==> config.mk <==
export PLATFORM = sky130hd
export DESIGN_NAME = div3_seq_ctrl
export DESIGN_NICKNAME = d
export VERILOG_FILES = /design/src/rtl/div3_seq_ctrl.sv
export SDC_FILE = /design/constraint.sdc
export NUM_CORES = 1
export LEC_CHECK = 0
export ABC_CLOCK_PERIOD_IN_PS = 3700
export CAP_MARGIN = 10
export CELL_PAD_IN_SITES_DETAIL_PLACEMENT = 1
export CELL_PAD_IN_SITES_GLOBAL_PLACEMENT = 1
export CORE_MARGIN = 5
export CORE_UTILIZATION = 25
export CTS_BUF_LIST = sky130_fd_sc_hd__clkbuf_4
export CTS_CLUSTER_SIZE = 24
export DETAILED_ROUTE_END_ITERATION = 8
export PLACE_DENSITY_LB_ADDON = 0.1
export SYNTH_ARGS = -nofsm -noshare
export SYNTH_HDL_FRONTEND = slang
export SYNTH_SLANG_ARGS = --single-unit
==> constraint.sdc <==
create_clock -name clk -period 3.7 [get_ports clk]
set_input_delay 0.555 -clock clk [delete_from_list [all_inputs] [get_ports clk]]
set_output_delay 0.555 -clock clk [all_outputs]
set_load 0.05 [all_outputs]
==> src/rtl/div3_seq_ctrl.sv <==
// Sequential unsigned divide-by-3: walks the dividend MSB-first, CHUNK bits per cycle,
// through one shared remainder/quotient step, with valid/ready on both sides.
module div3_seq_ctrl #(
    parameter int unsigned W     = 64,
    parameter int unsigned CHUNK = 3
) (
    input  logic           clk,
    input  logic           rst,
    input  logic           in_valid,
    output logic           in_ready,
    input  logic [W-1:0]   in_dividend,
    output logic           out_valid,
    input  logic           out_ready,
    output logic [W-1:0]   out_quot,
    output logic [1:0]     out_rem,
    output logic           busy
);

    localparam int unsigned NSTEP = (W + CHUNK - 1) / CHUNK;
    localparam int unsigned PADW  = NSTEP * CHUNK;
    localparam int unsigned CNTW  = (NSTEP > 1) ? $clog2(NSTEP) : 1;

    localparam logic [CNTW-1:0]  LastStep = CNTW'(NSTEP - 1);
    localparam logic [CHUNK+1:0] Three    = (CHUNK + 2)'(3);

    typedef enum logic [1:0] {StIdle, StRun, StDone} state_e;

    state_e            state_q, state_d;
    logic [CNTW-1:0]   cnt_q, cnt_d;
    logic [1:0]        rem_q, rem_d;
    logic [W-1:0]      quot_q, quot_d;
    logic [PADW-1:0]   div_q, div_d;

    logic [CHUNK+1:0]  step_v;
    logic [CHUNK-1:0]  step_q;
    logic [1:0]        step_rem;
    logic              accept;

    // rem < 3 keeps step_v < 3*2^CHUNK, so the quotient digit fits in CHUNK bits.
    assign step_v   = {rem_q, div_q[PADW-1 -: CHUNK]};
    assign step_q   = CHUNK'(step_v / Three);
    assign step_rem = 2'(step_v % Three);

    assign in_ready  = (state_q == StIdle) | ((state_q == StDone) & out_ready);
    assign accept    = in_valid & in_ready;
    assign out_valid = (state_q == StDone);
    assign busy      = (state_q == StRun);
    assign out_quot  = quot_q;
    assign out_rem   = rem_q;

    always_comb begin
        state_d = state_q;
        cnt_d   = cnt_q;
        rem_d   = rem_q;
        quot_d  = quot_q;
        div_d   = div_q;

        unique case (state_q)
            StIdle: ;
            StRun: begin
                rem_d  = step_rem;
                quot_d = (quot_q << CHUNK) | W'(step_q);
                div_d  = div_q << CHUNK;
                cnt_d  = cnt_q + 1'b1;
                if (cnt_q == LastStep) begin
                    state_d = StDone;
                end
            end
            StDone: begin
                if (out_ready) begin
                    state_d = StIdle;
                end
            end
            default: state_d = StIdle;
        endcase

        // Covers both IDLE and the DONE same-edge retire-and-accept path.
        if (accept) begin
            state_d = StRun;
            div_d   = PADW'(in_dividend);
            rem_d   = 2'd0;
            cnt_d   = '0;
            quot_d  = '0;
        end
    end

    always_ff @(posedge clk) begin
        if (rst) begin
            state_q <= StIdle;
            cnt_q   <= '0;
            rem_q   <= 2'd0;
            quot_q  <= '0;
            div_q   <= '0;
        end else begin
            state_q <= state_d;
            cnt_q   <= cnt_d;
            rem_q   <= rem_d;
            quot_q  <= quot_d;
            div_q   <= div_d;
        end
    end

endmodule

# After elaboration in Yosys (flattened, before gate mapping)
# Index checks and enable logic that the tools add are counted.
# totals
regBits,139
input_bits,68
out_inout_bits,69
# op_classes
n_addsub,1
div,2
eq_ne,8
n_mux,6
n_bitwise,5
n_reduce_logical,5
# op_table
op,count
$mux W64,2
$or A64 B3 Y64,1
$ne A3 B1 Y1 const B,2
$pmux W2 S3,1
$reduce_and A3 Y1,2
$add A5 B1 Y5 const B,1
$div A5 B2 Y5 const B,1
$eq A5 B5 Y1 const B,1
$mod A5 B2 Y5 const B,1
$mux W2,2
$ne A2 B1 Y1 const B,2
$and A1 B1 Y1,2
$eq A2 B1 Y1 const B,1
$eq A2 B2 Y1 const B,1
$logic_not A2 Y1,1
$ne A2 B2 Y1 const B,1
$reduce_bool A2 Y1,1
$reduce_or A2 Y1,1
$mux W1,1
$not A1 Y1,1
$or A1 B1 Y1,1

# Depth between registers and ports, before layout
# Gate-level depths: netlist of the first run.
# logic_depth
word_depth,6
mapped_depth,14
mapped_depth_nobuf,11

# Worst setup path before layout of the first run
# No wires, ideal clock.
# synth_path
path_kind,reg2reg
start,"register rem_q[0], in the netlist out_rem[0]"
end,"register rem_q[1], in the netlist out_rem[1]"
setup_ps,122
t_arrival_ps,3012
setup_slack_ps,566
path_stages_with_launch,14
path_buffers,3
synth_period_minus_slack_ps,3134
path_cell_list,dfxtp_1 -> buf_6 -> clkbuf_1 -> ha_1 -> buf_6 -> mux2i_4 -> a31oi_2 -> mux2i_1 -> ha_1 -> a311o_2 -> a21oi_1 -> o32ai_2 -> and2_1 -> o311a_1
# synth_via
elab_chain_cells,1
# synth_lines
item,line,rtl
from (decl),30,"logic [1:0] rem_q, rem_d;"
from (signal assigned),97,rem_q <= rem_d;
$mod A5 B2 Y5,42,assign step_rem = 2'(step_v % Three);
# No other way between the ends.
# A chain may end at the register's enable or synchronous reset.

# Final worst setup path of the first run
# Ends and elaborated chain as after synthesis.

==> results of run 1 <==
==> power breakdown <==
group | total (mW) | internal [mW] | switching, mW | leakage (nW)
clock network | 0.902 | 0.329 | 0.572 | 0.133
registers | 1.61 | 1.57 | 0.0464 | 1.14
logic | 0.409 | 0.161 | 0.248 | 1.21
==> registers in the layout, indices dropped and copies added, names as in the netlist <==
signal / cells
div_q: 66
out_quot: 64
cnt_q: 5
out_rem: 2
state_q: 2
==> kinds of logic after synthesis <==
group                    count (synthesis)
AND/OR/NAND/NOR                        359
AO/OA/AOI/OAI                          154
flip-flops                             139
buffers and inverters                   69
XOR/XNOR                                 7
adder cells (fa/ha/maj)                  5
multiplexers                             2
==> stage by stage <==
stage	cells	area (sq um)	power [mW]	hold slack, ns
2_1_floorplan	735	5740	1.89	0.432
3_5_place_dp	1104	7290	2.06	0.449
5_1_grt	1136	7530	3.11	0.375
3_3_place_gp	1104	7290	2.05	0.447
4_1_cts	1135	7530	2.99	0.376
6_report	1136	7530	2.92	0.420
==> cells in the mapped netlist, types with 3 or more instances <==
cell	n	area share (%)
inv_1	5	0.33
nand3_1	7	0.61
a311oi_1	61	9.3
buf_2	7	0.61
ha_1	5	1.1
xor2_1	4	0.61
buf_1	9	0.59
buf_6	3	0.59
nand2_1	256	17
nor2_1	77	5.0
dfxtp_1	139	48
nand2b_1	4	0.44
a21oi_1	75	6.5
clkbuf_1	43	2.8
==> worst max-delay path by stage <==
| stage | startpoint | endpoint | cells after the start |
|---|---|---|---|
| 2_1_floorplan | out_rem[0]$_SDFFE_PP0P_ | out_rem[1]$_SDFFE_PP0P_ | 13 |
| 3_3_place_gp | out_rem[0]$_SDFFE_PP0P_ | out_rem[1]$_SDFFE_PP0P_ | 10 |
| 3_5_place_dp | out_rem[0]$_SDFFE_PP0P_ | out_rem[1]$_SDFFE_PP0P_ | 10 |
| 4_1_cts | out_rem[0]$_SDFFE_PP0P_ | out_rem[1]$_SDFFE_PP0P_ | 10 |
| 5_1_grt | out_rem[0]$_SDFFE_PP0P_ | out_rem[1]$_SDFFE_PP0P_ | 10 |
| 6_report | out_rem[0]$_SDFFE_PP0P_ | out_rem[1]$_SDFFE_PP0P_ | 10 |
==> worst max-delay path: cells and delay by family, from the launching register on <==
family | cells | cell delay (ns)
AO/OA/AOI/OAI | 5 | 1.06
adder cells (fa/ha/maj) | 2 | 0.78
flip-flops | 1 | 0.74
multiplexers | 2 | 0.54
AND/OR/NAND/NOR | 1 | 0.17
==> layer usage <==
metal	share of wire [%]	up-vias	wire, microns	global-route usage, %
met4	1.2	0	213	3.80
met3	4.4	16	757	3.67
met1	48	2596	8240	17.2
met2	46	105	7880	21.0
li1	-	2702	-	-
met5	0	-	0	0
==> area by class of cell <==
cell class / instances / area, sq um
Fill cell: 2717 / 15100
Sequential cell: 139 / 2780
Multi-Input combinational cell: 527 / 2680
Timing Repair Buffer: 147 / 1450
Tap cell: 285 / 357
Clock buffer: 18 / 135
Clock inverter: 13 / 105
Inverter: 6 / 25.0
Antenna cell: 1 / 2.50
==> metrics.md, run 1 <==
| Metric | Value |
|---|---|
| CTS tree | `yes` |
| Largest net degree at the start of global routing | `67` |
| Mapped Avg Cell Area | `7.81 sq um` |
| GRT overflow | `0` |
| Post-CTS Setup Bufs | `0` |
| Post-synthesis net count | `808` |
| Complex-gate fraction of the synthesized area | `18.6%` |
| Port buffer count | `136` |
| Slowest-stage cell, CP | `dfxtp_1` |
| Commonest non-fill, non-tap cell in the layout | `nand2_1` |
| Slew HR | `48.9%` |
| Row count | `55` |
| Die Height | `162 microns` |
| FF-to-FF End | `out_rem[1]$_SDFFE_PP0P_` |
| Clk_skew | `0.0224 ns` |
| Root Buffer | `clkbuf_4` |
| Worst Setup Path Type | `reg -> reg` |
| Clock sink count | `139` |
| Hold Crit Class | `in -> reg` |
| Worst EP arrival | `3.83 ns` |
| CP peak stage delay | `0.74 ns` |
| Die Width | `162 microns` |
| WL final | `17.1 mm` |
| Clock latency on the worst-skew pair | `0.53 ns` |
| Clock Pin Slew Worst Setup and Hold Paths | `0.12 ns` |
| Largest family of logic cells by synthesized area | `simple AND/OR/NAND/NOR gates` |
| Initial Util | `25.3%` |
| DRC errors left | `0` |
| CP Launch Type | `flop` |
| Mapped Cells | `735` |
| Total of max-cap violations | `0` |
| CP max FO | `14` |
| Cell mode on critical path | `ha_1` |
| Final setup vio count | `0` |
| Pre-antenna DRT Iters | `4` |
| Area of the die | `0.0261 sq mm` |
| Reg-to-Reg Start | `out_rem[0]$_SDFFE_PP0P_` |
| Layout area overhead | `31.3%` |
| Final period util | `92.0%` |
| Worst hold endpoint | `out_rem[1]$_SDFFE_PP0P_` |
| WP data required | `4.12 ns` |
| Sequential cell area fraction in the yosys report | `48.5%` |
| Mapped cell area | `0.00574 sq mm` |
| Core ar. | `0.0226 sq mm` |
| Vias per inst | `4.77` |
| Slew Limit Fails | `0` |
| Worst setup margin | `0.295 ns` |
| All-Layer GR Usage | `13.1%` |
| Routability cong. | `0.758` |
| Nets | `911` |
| Detailed-route via count | `5419` |
| Global-route wire length before repair | `28.2 mm` |
| Pwr Density | `388 mW/mm^2` |
| Routed Antenna Nets | `0` |
| Total CTS buffers | `17` |
| Xor-xnor portion of the synthesized cell area | `1.20%` |
| Worst Setup End Kind | `flop` |
| TNS Setup | `0 ns` |
| Mux contribution to synthesized area | `0.567%` |
| Reg2Reg Depth | `10` |
| Tmin final | `3.40 ns` |
| Lkg Pwr | `2.48 nW` |
| Fraction of the mapped netlist area in simple logic gates | `24.9%` |
| Final Util | `33.3%` |
| Per-cell routed wire length | `15.0 microns` |
| Worst slew pin tran | `0.766 ns` |
| EDFF count, synth | `0` |
| Outcome | `finished clean` |
| Longest Clk Path Bufs | `2` |
| Drt first-iter violations | `230` |
| Yosys warning count | `0` |
| Most frequent cells in the layout | `255 x nand2_1, 139 x dfxtp_1, 134 x clkdlybuf4s50_1, 77 x nor2_1, 75 x a21oi_1` |
| FF-to-FF setup slack | `0.30 ns` |
| Count of cell types in the netlist | `49` |
| Dpl hpwl | `11.3 mm` |
| Pre-CTS setup slack | `0.358 ns` |
| Via count of the first global-routing pass | `5552` |
| Final Hold Vio Count | `0` |
| FF+latch count, synth | `139` |
| Hold_sp | `rst` |
| Synth Flop Type | `dfxtp_1` |
| Peak VDD IR | `0.129 mV` |
| Fmax | `294 MHz` |
| RSZ-0062 raised after global routing | `no` |
| Cts repair resizes | `0` |
| Proportion of layout cells with a drive suffix above 1 | `6.82%` |
| Cell breakdown of the critical path | `ha_1, mux2i_4, a31oi_2, mux2i_1, ha_1, a311o_2, a21oi_1, o32ai_2, and2_1, o311a_1` |
| Fraction of synthesis flops using an asynchronous set or reset pin | `0%` |
| Initial antenna violation count | `1` |
| Hold depth | `3` |
| CTS Hold Buffers Added | `0` |
| Synth Area in Adders | `1.09%` |
| H-tree levels | `4` |
| I/O pins | `137` |
Power figures use the tool's default switching activity.
==> inputs of run 2 (changes only) <==
Settings changed: CORE_ASPECT_RATIO set to 0.8, RECOVER_POWER set to 100.
==> run 2 against run 1 <==
- the run now ends with capacitance limit, slew limit left
- clock-buffer cell count is the same
- clock skew shrank 0.0068 ns
- sequential share of layout area shrank 0.35 points
- routed wire length up 2.8%
- hold slack gained 0.039 ns
- flip-flop and latch count unchanged
- first-iteration DRC count fell by 7.4%
- critical endpoint unchanged
- largest power group unchanged
- highest routed layer unchanged
==> metrics.md, run 2 (synthesis results as in run 1) <==
| Metric | Value |
|---|---|
| CTS Hold Buffers Added | `0 (unchanged)` |
| Row count | `49 (was 55)` |
| Cell mode on critical path | `ha_1 (unchanged)` |
| Largest net degree at the start of global routing | `96 (was 67)` |
| Peak VDD IR | `0.175 mV (was 0.129 mV)` |
| Register area | `0.00278 sq mm (unchanged)` |
| Failing checks | `capacitance limit, slew limit` |
| Drt first-iter violations | `213 (was 230)` |
| Vias per inst | `4.65 (was 4.77)` |
| Design Power | `3.15 mW (was 2.92 mW)` |
| Worst slew pin tran | `2.01 ns (was 0.766 ns)` |
| All-Layer GR Usage | `13.5% (was 13.1%)` |
| Worst hold margin | `0.459 ns (was 0.420 ns)` |
| Logic pwr share | `12.8% (was 14.0%)` |
| Die Width | `179 microns (was 162 microns)` |
| Pwr Density | `415 mW/mm^2 (was 388 mW/mm^2)` |
| Nets | `908 (was 911)` |
| Most flop-heavy register | `div_q (unchanged)` |
| GRT overflow | `0 (unchanged)` |
| Hold Crit Class | `reg -> reg (was in -> reg)` |
| Dpl hpwl | `11.4 mm (was 11.3 mm)` |
| Longest Clk Path Bufs | `2 (unchanged)` |
| Seq pwr share | `51.1% (was 55.2%)` |
| Cell breakdown of the critical path | `ha_1, mux2i_4, a31oi_2, mux2i_1, ha_1, a311o_2, a21oi_1, o32ai_2, and2_1, o311a_1 (unchanged)` |
| Global-route wire length before repair | `29.5 mm (was 28.2 mm)` |
| WL final | `17.6 mm (was 17.1 mm)` |
| Worst EP arrival | `3.81 ns (was 3.83 ns)` |
| Tmin final | `3.38 ns (was 3.40 ns)` |
| Final period util | `91.3% (was 92.0%)` |
| Detailed-route via count | `5370 (was 5419)` |
| Slowest-stage cell, CP | `dfxtp_1 (unchanged)` |
| Clock Pin Slew Worst Setup and Hold Paths | `0.12 ns (about the same)` |
| Area of the multi-input gates | `0.00267 sq mm (was 0.00268 sq mm)` |
| Core ar. | `0.0226 sq mm (about the same)` |
| DRC errors left | `0 (unchanged)` |
| Worst Setup End Kind | `flop (unchanged)` |
| Slew HR | `-33.9% (was 48.9%)` |
| Fraction of power spent switching nets | `28.1% (was 29.6%)` |
| CP Launch Type | `flop (unchanged)` |
| I/O pins | `137 (unchanged)` |
| Port buffer count | `136 (unchanged)` |
| Pre-antenna DRT Iters | `4 (unchanged)` |
| CP max FO | `14 (unchanged)` |
| Clk_skew | `0.0155 ns (was 0.0224 ns)` |
| Commonest non-fill, non-tap cell in the layout | `nand2_1 (unchanged)` |
| Most frequent cells in the layout | `255 x nand2_1, 139 x dfxtp_1, 77 x nor2_1, 75 x a21oi_1, 69 x dlygate4sd3_1 (was 255 x nand2_1, 139 x dfxtp_1, 134 x clkdlybuf4s50_1, 77 x nor2_1, 75 x a21oi_1)` |
| Slew Limit Fails | `96 (was 0)` |
| Pint | `2.27 mW (was 2.06 mW)` |
| Proportion of layout cells with a drive suffix above 1 | `6.01% (was 6.82%)` |
| Max FFs per register | `66 (unchanged)` |
| WP data required | `4.13 ns (was 4.12 ns)` |
| Filler cells | `2736 (was 2717)` |
| CTS tree | `yes (unchanged)` |
| TNS Setup | `0 ns (unchanged)` |
| Cts repair resizes | `0 (unchanged)` |
| Initial antenna violation count | `1 (unchanged)` |
| Final Hold Vio Count | `0 (unchanged)` |
| Inst Count DP | `1122 (was 1104)` |
| Clock sink count | `139 (unchanged)` |
| Routed Antenna Nets | `0 (unchanged)` |
| H-tree levels | `4 (unchanged)` |
| Final setup vio count | `0 (unchanged)` |
| RSZ-0062 raised after global routing | `no (unchanged)` |
| Area of the die | `0.0261 sq mm (about the same)` |
| Clock power frac | `36.1% (was 30.9%)` |
| Lkg Pwr | `2.73 nW (was 2.48 nW)` |
| Post-route insts no fill | `1155 (was 1136)` |
| Fmax | `296 MHz (was 294 MHz)` |
| Initial Util | `25.4% (was 25.3%)` |
| Layout area overhead | `32.5% (was 31.3%)` |
| Die Height | `146 microns (was 162 microns)` |
| Clock latency on the worst-skew pair | `0.53 ns (about the same)` |
| Root Buffer | `clkbuf_4 (unchanged)` |
| Outcome | `finished, violations left (was finished clean)` |
| Per-cell routed wire length | `15.2 microns (was 15.0 microns)` |
| Worst Setup Path Type | `reg -> reg (unchanged)` |
| Via count of the first global-routing pass | `5612 (was 5552)` |
| Post-CTS Setup Bufs | `0 (unchanged)` |
| Routability cong. | `0.760 (was 0.758)` |
| Total CTS buffers | `17 (unchanged)` |
| CP peak stage delay | `0.70 ns (was 0.74 ns)` |
| Sw power | `885 uW (was 866 uW)` |
| Total of max-cap violations | `1 (was 0)` |
[run 2: final timing paths]
check | start | endpoint | slack (ns) | depth (start not counted)
worst min-delay path | out_quot[59]$_SDFFE_PP0P_ | out_quot[62]$_SDFFE_PP0P_ | 0.46 | 2
worst max-delay path | out_rem[0]$_SDFFE_PP0P_ | out_rem[1]$_SDFFE_PP0P_ | 0.32 | 10
worst min register to register | out_quot[59]$_SDFFE_PP0P_ | out_quot[62]$_SDFFE_PP0P_ | 0.46 | 2
worst max register to register | out_rem[0]$_SDFFE_PP0P_ | out_rem[1]$_SDFFE_PP0P_ | 0.32 | 10
[run 2: layout make-up]
cell class                      instances  area share, %
Antenna cell                            1         0.0329
Clock buffer                           18           1.78
Clock inverter                         14           2.55
Inverter                                6          0.329
Multi-Input combinational cell        527           35.0
Sequential cell                       139           36.6
Tap cell                              306           5.03
Timing Repair Buffer                  144           18.6
[run 2: power by group through the flow]
stage	clock network, mW	logic [mW]	registers (mW)
floorplan	0	0.250	1.64
global placement	0	0.409	1.64
detailed placement	0	0.418	1.65
CTS	1.21	0.420	1.61
global route	1.27	0.455	1.62
finish	1.14	0.404	1.61
[run 2: metal layers]
metal  routed length [microns]  global-route usage [%]  up-vias
met4                       175                    3.77        0
met1                      8280                    17.3     2579
li1                          -                       -     2692
met5                         0                       0        -
met2                      8340                    22.2       86
met3                       772                    4.12       13
[run 2: critical path: cells and delay by family, from the launching register on]
| kind | cells | cell delay [ns] |
|---|---|---|
| flip-flops | 1 | 0.70 |
| multiplexers | 2 | 0.55 |
| AO/OA/AOI/OAI | 5 | 1.07 |
| AND/OR/NAND/NOR | 1 | 0.18 |
| adder cells (fa/ha/maj) | 2 | 0.79 |
[run 2: stage by stage]
step | utilization [%] | worst slack, ns | cell area [sq um]
after floorplan | - | 0.566 | 5740
after global placement | 32.3 | 0.600 | 7300
after detailed placement | 32.3 | 0.324 | 7300
after CTS | 33.8 | 0.312 | 7630
after global routing | 33.7 | 0.0279 | 7600
final | 33.7 | 0.321 | 7600
